===== config.mk =====
export PLATFORM = sky130hd
export DESIGN_NAME = m4_result_writer_flat
export DESIGN_NICKNAME = d
export VERILOG_FILES = /design/src/rtl/m4_result_writer_if.sv /design/src/rtl/m4_result_writer.sv /design/src/flat_wrapper.sv
export SDC_FILE = /design/constraint.sdc
export NUM_CORES = 1
export LEC_CHECK = 0
export CAP_MARGIN = 40
export CORE_MARGIN = 8
export CORE_UTILIZATION = 45
export CTS_CLUSTER_DIAMETER = 50
export DETAILED_ROUTE_END_ITERATION = 6
export PLACE_DENSITY_LB_ADDON = 0.25
export SLEW_MARGIN = 0
export SYNTH_ARGS = -nofsm -noshare
export SYNTH_HDL_FRONTEND = slang
export SYNTH_SLANG_ARGS = --single-unit

===== constraint.sdc =====
create_clock -name clock -period 5.8 [get_ports clock]
set_clock_uncertainty 0.2 [all_clocks]
set_input_delay 1.74 -clock clock [delete_from_list [all_inputs] [get_ports clock]]
set_output_delay 1.74 -clock clock [all_outputs]
set_load 0.01 [all_outputs]

===== src/rtl/m4_result_writer_if.sv =====
// Result stream in and M4 write port out, as one bundle.
// slave: the writer. master: the upstream producer and the M4 observer.
interface m4_result_writer_if #(
    parameter int DATA_W = 128,
    parameter int ADDR_W = 16
);
    logic              in_valid;
    logic [DATA_W-1:0] in_data;
    logic              in_ready;
    logic              M4_WriteEnable;
    logic [ADDR_W-1:0] M4_WriteAddress;
    logic [DATA_W-1:0] M4_WriteBus;

    modport slave (
        input  in_valid, in_data,
        output in_ready,
        output M4_WriteEnable, M4_WriteAddress, M4_WriteBus
    );

    modport master (
        output in_valid, in_data,
        input  in_ready,
        input  M4_WriteEnable, M4_WriteAddress, M4_WriteBus
    );
endinterface


===== src/rtl/m4_result_writer.sv =====
// Result sink: buffers words in a FIFO and drains them into M4.
// Ports: clock, reset_n, start, word_count, busy, done, bus (stream + M4).
module m4_result_writer #(
    parameter int                 DATA_W     = 128,
    parameter int                 ADDR_W     = 16,
    parameter int                 FIFO_DEPTH = 4,
    parameter logic [ADDR_W-1:0]  BASE_ADDR  = '0
) (
    input  logic                clock,
    input  logic                reset_n,
    input  logic                start,
    input  logic [ADDR_W-1:0]   word_count,
    output logic                busy,
    output logic                done,
    m4_result_writer_if.slave   bus
);

    localparam int AW = $clog2(FIFO_DEPTH);
    localparam int PW = AW + 1;

    typedef enum logic [1:0] {
        S_IDLE,
        S_RUN,
        S_DONE
    } state_e;

    state_e              state_q;
    logic [ADDR_W-1:0]   target_q;
    logic [ADDR_W-1:0]   acc_cnt_q;
    logic [ADDR_W-1:0]   wr_cnt_q;
    logic [PW-1:0]       wptr_q;
    logic [PW-1:0]       rptr_q;
    logic [DATA_W-1:0]   mem_q [FIFO_DEPTH];
    logic                we_q;
    logic [ADDR_W-1:0]   addr_q;
    logic [DATA_W-1:0]   data_q;
    logic                busy_q;
    logic                done_q;

    logic fifo_empty;
    logic fifo_full;
    logic in_ready_d;
    logic push;
    logic pop;

    // Extra pointer bit separates full from empty when indices match.
    assign fifo_empty = (wptr_q == rptr_q);
    assign fifo_full  = (wptr_q[PW-1] != rptr_q[PW-1]) &&
                        (wptr_q[AW-1:0] == rptr_q[AW-1:0]);

    assign in_ready_d = (state_q == S_RUN) && !fifo_full &&
                        (acc_cnt_q < target_q);
    assign push = bus.in_valid && in_ready_d;
    assign pop  = (state_q == S_RUN) && !fifo_empty;

    assign bus.in_ready        = in_ready_d;
    assign bus.M4_WriteEnable  = we_q;
    assign bus.M4_WriteAddress = addr_q;
    assign bus.M4_WriteBus     = data_q;
    assign busy                = busy_q;
    assign done                = done_q;

    // Storage only; validity is tracked by the pointers.
    always_ff @(posedge clock) begin
        if (push) begin
            mem_q[wptr_q[AW-1:0]] <= bus.in_data;
        end
    end

    always_ff @(posedge clock or negedge reset_n) begin
        if (!reset_n) begin
            state_q   <= S_IDLE;
            target_q  <= '0;
            acc_cnt_q <= '0;
            wr_cnt_q  <= '0;
            wptr_q    <= '0;
            rptr_q    <= '0;
            we_q      <= 1'b0;
            addr_q    <= '0;
            data_q    <= '0;
            busy_q    <= 1'b0;
            done_q    <= 1'b0;
        end else begin
            we_q <= 1'b0;

            if (push) begin
                wptr_q    <= wptr_q + PW'(1);
                acc_cnt_q <= acc_cnt_q + ADDR_W'(1);
            end

            if (pop) begin
                rptr_q   <= rptr_q + PW'(1);
                wr_cnt_q <= wr_cnt_q + ADDR_W'(1);
                we_q     <= 1'b1;
                addr_q   <= BASE_ADDR + wr_cnt_q;
                data_q   <= mem_q[rptr_q[AW-1:0]];
            end

            unique case (state_q)
                S_IDLE, S_DONE: begin
                    if (start) begin
                        target_q  <= word_count;
                        acc_cnt_q <= '0;
                        wr_cnt_q  <= '0;
                        wptr_q    <= '0;
                        rptr_q    <= '0;
                        if (word_count != '0) begin
                            state_q <= S_RUN;
                            busy_q  <= 1'b1;
                            done_q  <= 1'b0;
                        end else begin
                            state_q <= S_DONE;
                            busy_q  <= 1'b0;
                            done_q  <= 1'b1;
                        end
                    end
                end
                S_RUN: begin
                    // Reached only after the last strobe has been issued.
                    if (wr_cnt_q == target_q) begin
                        state_q <= S_DONE;
                        busy_q  <= 1'b0;
                        done_q  <= 1'b1;
                    end
                end
                default: begin
                    state_q <= S_IDLE;
                    busy_q  <= 1'b0;
                    done_q  <= 1'b0;
                end
            endcase
        end
    end

endmodule


===== src/flat_wrapper.sv =====
// flat-port wrapper written by rule: the top's interface ports become plain ports
module m4_result_writer_flat 
#(
    parameter int                 DATA_W     = 128,
    parameter int                 ADDR_W     = 16,
    parameter int                 FIFO_DEPTH = 4,
    parameter logic [ADDR_W-1:0]  BASE_ADDR  = '0
)
  (clock, reset_n, start, word_count, busy, done, bus_in_valid, bus_in_data, bus_in_ready, bus_M4_WriteEnable, bus_M4_WriteAddress, bus_M4_WriteBus);
  m4_result_writer_if #(.DATA_W(DATA_W), .ADDR_W(ADDR_W)) bus_i ();
  input  logic clock;
  input  logic reset_n;
  input  logic start;
  input  logic [ADDR_W-1:0] word_count;
  output logic busy;
  output logic done;
  input wire logic [$bits(bus_i.in_valid)-1:0] bus_in_valid;
  input wire logic [$bits(bus_i.in_data)-1:0] bus_in_data;
  output wire logic [$bits(bus_i.in_ready)-1:0] bus_in_ready;
  output wire logic [$bits(bus_i.M4_WriteEnable)-1:0] bus_M4_WriteEnable;
  output wire logic [$bits(bus_i.M4_WriteAddress)-1:0] bus_M4_WriteAddress;
  output wire logic [$bits(bus_i.M4_WriteBus)-1:0] bus_M4_WriteBus;
  assign bus_i.in_valid = bus_in_valid;
  assign bus_i.in_data = bus_in_data;
  assign bus_in_ready = bus_i.in_ready;
  assign bus_M4_WriteEnable = bus_i.M4_WriteEnable;
  assign bus_M4_WriteAddress = bus_i.M4_WriteAddress;
  assign bus_M4_WriteBus = bus_i.M4_WriteBus;
  m4_result_writer #(.DATA_W(DATA_W), .ADDR_W(ADDR_W), .FIFO_DEPTH(FIFO_DEPTH), .BASE_ADDR(BASE_ADDR)) u_core (.clock(clock), .reset_n(reset_n), .start(start), .word_count(word_count), .busy(busy), .done(done), .bus(bus_i));
endmodule

==> impl_metrics.toml, run 1 <==
[clock_tree]
root_buffer = "clkbuf_16"
cts_setup_buffers = 0
clkSinkCount = 713
clock_latency_ns = 0.61
cts_resized = 0
clk_pin_slew_ns = 0.06
htreeDepth = 3
ctsHoldBuffers = 0
cts.path.max_buffers = 3
cts_tree = "done"
cts_made_buffers = 78

[timing]
setup_tns_ns = 0
worst_slew_pin_slew_ns = 0.8397
fin_crit_sh_pct = 86.04
period_needed_ns = 4.991
hold_viol_final = 0
drv_slew = 0
setup_viol = 0
fmax_mhz = 200.4
rsz0062_at_grt = "false"
slew_headroom_pct = 44.02

[critical_path]
r2r_end = "u_core.bus.M4_WriteBus[78]"
crit_buf_inv = 1
max_stage_delay_ns = 0.85
crit_family = "simple AND/OR/NAND/NOR gates"
required_ns = 3.86
path_cells = "xor2_1 > nor3b_1 > nor2_1 > and4_1 > clkdlybuf4s50_1"
cp_max_fo = 38
cp_data_arrival_time_ns = 3.05
crit_cells = 5
cp_slowest_cell = "dfrtp_4"
setup.worst_path.end_class = "output pin"
worstSetupStartpointType = "register"
critPathKind = "reg -> out"
reg2reg_slack_ns = 2.27
r2r-start = "u_core.rptr_q[1]"
reg2reg_depth = 7

[global_route]
grt_usage_pct = 16.94
grt_pass1_wl_mm = 87.56
grt_max_degree = 82
grt_overflow = 0
grt_pass1_vias = 14490
antenna_found_initial = 10

[power_and_ir_drop]
ir_drop_mv = 0.4016
power_density_mw_per_mm2 = 551.9
pwr-share-seq_pct = 41.7
pwr-share-clk_pct = 26.3
p_int_mw = 13.03
power.switching_mw = 5.528
sw_frac_of_total_pct = 29.78
pwr-share-comb_pct = 32.1
power_leakage_nw = 11.86

[routing]
drt-initial-drc-count = 845
drtPass1Iterations = 5
wl_per_cell_um = 22.78
ant_nets = 0
vias_per_cell = 5.325
totalWireLength_mm = 57.11
vias = 13350
drc = 0

[final_layout]
final_nets = 1833
final_common_cell = "edfxtp_1"
drive_above_1_share_pct = 20.37
instances_no_fill = 2507
area_growth_pct = 24.64
final_cell_mix = "512 x edfxtp_1, 294 x clkdlybuf4s50_1, 199 x dfrtp_1"

[yosys]
synthDistinctLibCells = 47
synth-seq-cells = 713
yosys.area.top_type = "edfxtp_1"
synth_seq_area_share_pct = 75.62
synth_fp_nets = 1491
syn_area_mm2 = 0.02698
netlist_instances = 1321
synth_area_per_cell_um2 = 20.43
synthFlopType = "edfxtp_1"
synth_edf_count = 512
synth.top_cell.area_share_pct = 56.98
synthTopCellsByArea = "edfxtp_1 57%, dfrtp_1 19%, mux4_2 11%, mux2_1 3.6%, mux2_2 2.4%"
async_flop_share_pct = 28.19
synth_warnings = 0

[floorplanning]
coreArea_mm2 = 0.05913
ios = 296
die_x_um = 260.9
die_area_mm2 = 0.06806
rows = 89
initial_core_util_pct = 45.64
die_height_um = 260.9

[hold_path]
hold_path.class = "reg -> reg"
holdPathEnd = "u_core.bus.M4_WriteBus[1]"
hold_depth = 1
hold_start = "u_core.bus.M4_WriteBus[1]"

[place]
dp.cells = 2356
dpl.hpwl_mm = 35.85
port_buffers = 295
gp_congestion = 0.8146

[status]
run_status = "completed"

[run]
drv_cap = 0
per-layer routing:
layer  part of all wire (%)  vias up  routed length [µm]  global-route usage, %
li1                       -     5935                   -                      -
met1                     42     7019               24120                  21.95
met2                     50      318               28320                  28.11
met3                    6.4       73                3636                  4.559
met4                    1.7        6                 997                  4.717
met5                  0.075        -                  43                      0
logic make-up (layout without fill, tap and decap cells):
group | Yosys count | count (layout) | synth area share, %
other | 0 | 6 | 0
adders and majority gates | 22 | 22 | 1.020
DFF | 713 | 713 | 75.62
AOI/OAI and AO/OA | 52 | 52 | 1.224
buffers and inverters | 79 | 486 | 1.298
muxes | 277 | 277 | 16.88
and+or+nand+nor | 138 | 138 | 2.666
xor gates and xnor gates | 40 | 40 | 1.298
power groups by stage:
stage / sequential (mW) / clock (mW) / combinational, mW
final: 7.74 / 4.87 / 5.95
after global routing: 7.89 / 5.18 / 6.47
after CTS: 7.77 / 5.01 / 6.13
after detailed placement: 7.85 / 0 / 6.10
after global placement: 7.78 / 0 / 5.96
after floorplan: 7.82 / 0 / 3.55
flip-flops by register name, summed over array words and instances, names as in the netlist:
register / cells
u_core.wr_cnt_q: 16
u_core.acc_cnt_q: 16
u_core.rptr_q: 3
u_core.bus.M4_WriteAddress: 16
u_core.bus.M4_WriteBus: 128
u_core.mem_q: 512
u_core.bus.M4_WriteEnable: 1
u_core.wptr_q: 3
u_core.state_q: 2
u_core.target_q: 16
area by class of cell:
cell class,instances,area [µm²]
clock buffers,93,2071
diodes,6,15.01
inverters,22,87.58
repair buffers,319,3317
fillers,4448,25500
flip-flops and latches,713,20410
clock inverters,52,500.5
well taps,773,967.2
multi-input cells,529,6265
worst register-to-register path, delay by kind of cell (launching register included):
family,cells,cell delay [ns]
xor gates and xnor gates,1,0.34
DFF,1,0.85
buffers and inverters,4,1.50
AOI/OAI and AO/OA,1,0.13
muxes,1,0.40
worst max path at each step:
stage | start | end | slack [ns]
2_1_floorplan | bus_in_valid | u_core.mem_q[3][0] | 1.17
3_3_place_gp | bus_in_valid | u_core.mem_q[2][91] | 1.28
3_5_place_dp | bus_in_valid | u_core.mem_q[2][65] | 1.28
4_1_cts | u_core.rptr_q[1] | bus_in_ready | 0.79
5_1_grt | u_core.rptr_q[1] | bus_in_ready | 0.66
6_report | u_core.rptr_q[1] | bus_in_ready | 0.81
cell usage after synthesis, drive strengths merged, types with 4 or more instances:
cell type,instances
nand3,19
a21oi,16
and4,4
clkbuf,25
edfxtp,512
and2,7
nor2,27
mux4,128
o31ai,5
nand4,11
o21ai,23
nand2,38
or4,5
xor2,17
mux2,144
buf,31
dfrtp,201
inv,22
mux2i,5
and3,7
ha,22
nor4,6
xnor2,23
or3,4
per-stage QoR:
stage | area (µm²) | hold WS, ns | power, mW | utilization (%) | setup slack (ns)
floorplan | 26990 | 0.2682 | 11.37 | - | 1.171
global route | 33620 | 0.3032 | 19.54 | 56.86 | 0.6565
finish | 33630 | 0.2808 | 18.56 | 56.88 | 0.8095
detailed placement | 31050 | 0.2737 | 13.95 | 52.51 | 1.276
global placement | 30940 | 0.2654 | 13.75 | 52.32 | 1.279
CTS | 33620 | 0.2874 | 18.90 | 56.86 | 0.7871
No activity file was read; power rests on OpenSTA's default activity.
==> run 2: changes to the inputs <==
--- a/config.mk
+++ b/config.mk
@@ -9,6 +9,7 @@
 export CORE_MARGIN = 8
 export CORE_UTILIZATION = 45
 export CTS_CLUSTER_DIAMETER = 50
+export CTS_CLUSTER_SIZE = 14
 export DETAILED_ROUTE_END_ITERATION = 6
 export PLACE_DENSITY_LB_ADDON = 0.25
 export SLEW_MARGIN = 0
==> run 2 against run 1 <==
Wire length shrank 0.42%. Sequential power is essentially flat. Clock power shrank 9.2%. Clock-buffer cell count grew 8. Total power shrank 2.5%. Utilization shrank 0.54 points.
==> impl_metrics.toml, run 2 (synthesis gave the netlist of run 1 again) <==
[power_and_ir_drop]
ir_drop_mv = 0.3964
p_int_mw = 12.65
pwr-share-comb_pct = 32.8
power.switching_mw = 5.444
sw_frac_of_total_pct = 30.09
pwr-share-seq_pct = 42.7
power_leakage_nw = 11.68
power_density_mw_per_mm2 = 543.1
pwr-share-clk_pct = 24.4

[routing]
vias_per_cell = 5.362
drtPass1Iterations = 4
totalWireLength_mm = 56.87
drc = 0
wl_per_cell_um = 22.82
drt-initial-drc-count = 668
ant_nets = 0
vias = 13360

[floorplanning]
initial_core_util_pct = 45.64
ios = 296
rows = 89
die_area_mm2 = 0.06806
coreArea_mm2 = 0.05913
die_x_um = 260.9
die_height_um = 260.9

[critical_path]
r2r-start = "u_core.rptr_q[1]"
max_stage_delay_ns = 0.85
critPathKind = "reg -> out"
worstSetupEndpoint = "bus_in_ready"
required_ns = 3.86
crit_buf_inv = 1
crit_path_start = "u_core.rptr_q[1]"
cp_data_arrival_time_ns = 3.06
crit_family = "simple AND/OR/NAND/NOR gates"
path_cells = "xor2_1 > nor3b_1 > nor2_1 > and4_1 > clkdlybuf4s50_1"
crit_cells = 5
worstSetupStartpointType = "register"
cp_max_fo = 38
cp_slowest_cell = "dfrtp_4"
reg2reg_slack_ns = 2.26
reg2reg_depth = 6
r2r_end = "u_core.mem_q[2][103]"
setup.worst_path.end_class = "output pin"

[clock_tree]
cts_tree = "done"
clk_pin_slew_ns = 0.07
cts.path.max_buffers = 3
ctsHoldBuffers = 0
root_buffer = "clkbuf_16"
cts_resized = 0
clkSinkCount = 713
cts_setup_buffers = 0
cts_made_buffers = 71
clock_latency_ns = 0.61
htreeDepth = 3

[hold_path]
hold_path.class = "reg -> reg"

[timing]
setup_viol = 0
slew_headroom_pct = 43.43
hold_viol_final = 0
drv_slew = 0
worst_slew_pin_slew_ns = 0.8485
rsz0062_at_grt = "false"
setup_tns_ns = 0
period_needed_ns = 5.004
fmax_mhz = 199.8
fin_crit_sh_pct = 86.27

[run]
drv_cap = 0

[global_route]
grt_max_degree = 82
grt_pass1_vias = 14420
grt_pass1_wl_mm = 87.15
antenna_found_initial = 10
grt_usage_pct = 16.88
grt_overflow = 0

[final_layout]
fin_util_pct = 56.34
nFillCells = 4471
final_cell_mix = "512 x edfxtp_1, 294 x clkdlybuf4s50_1, 199 x dfrtp_1"
final_common_cell = "edfxtp_1"
area_growth_pct = 23.47
largest_reg_flops = 512
drive_above_1_share_pct = 19.15
final_nets = 1826

[place]
port_buffers = 295
dpl.hpwl_mm = 35.85
gp_congestion = 0.8146

[status]
run_status = "completed"
[run 2: area by class of cell]
type	count	area (µm²)	area share [%]
timing repair buffer	319	3317	9.956
antenna	6	15.01	0.04507
tap	773	967.2	2.903
sequential	713	20410	61.27
multi-input combinational	529	6265	18.80
clock inverter	29	312.8	0.9389
inverter	22	87.58	0.2629
clock buffer	101	1941	5.825
[run 2: worst min path at each step]
stage,start,end,cells past startpoint
after floorplan,u_core.wptr_q[2],u_core.wptr_q[2],1
after global placement,u_core.bus.M4_WriteBus[86],u_core.bus.M4_WriteBus[86],1
after detailed placement,u_core.bus.M4_WriteBus[1],u_core.bus.M4_WriteBus[1],1
after CTS,u_core.bus.M4_WriteBus[24],u_core.bus.M4_WriteBus[24],1
after global routing,u_core.bus.M4_WriteBus[66],u_core.bus.M4_WriteBus[66],1
final,u_core.bus.M4_WriteBus[1],u_core.bus.M4_WriteBus[1],1
[run 2: per-stage QoR]
stage | instance area (µm²) | worst slack (ns) | instances | power (mW) | hold slack [ns]
6_report | 33320 | 0.7961 | 2492 | 18.09 | 0.2827
5_1_grt | 33300 | 0.6486 | 2486 | 19.06 | 0.3038
4_1_cts | 33300 | 0.7893 | 2486 | 18.42 | 0.2876
3_5_place_dp | 31050 | 1.276 | 2356 | 13.95 | 0.2737
3_3_place_gp | 30940 | 1.279 | 2352 | 13.75 | 0.2654
2_1_floorplan | 26990 | 1.171 | 1321 | 11.37 | 0.2682
[run 2: power by group through the flow]
stage | Sequential, mW | Combinational [mW] | Clock, mW
2_1_floorplan | 7.82 | 3.55 | 0
3_3_place_gp | 7.78 | 5.96 | 0
3_5_place_dp | 7.85 | 6.10 | 0
4_1_cts | 7.76 | 6.12 | 4.54
5_1_grt | 7.89 | 6.46 | 4.72
6_report | 7.73 | 5.94 | 4.42
[run 2: metal layers]
metal  wire length, µm  track usage (%)
met1             23720            21.69
met2             28350            28.22
met3              3657            4.877
met4              1105            4.170
met5                43                0
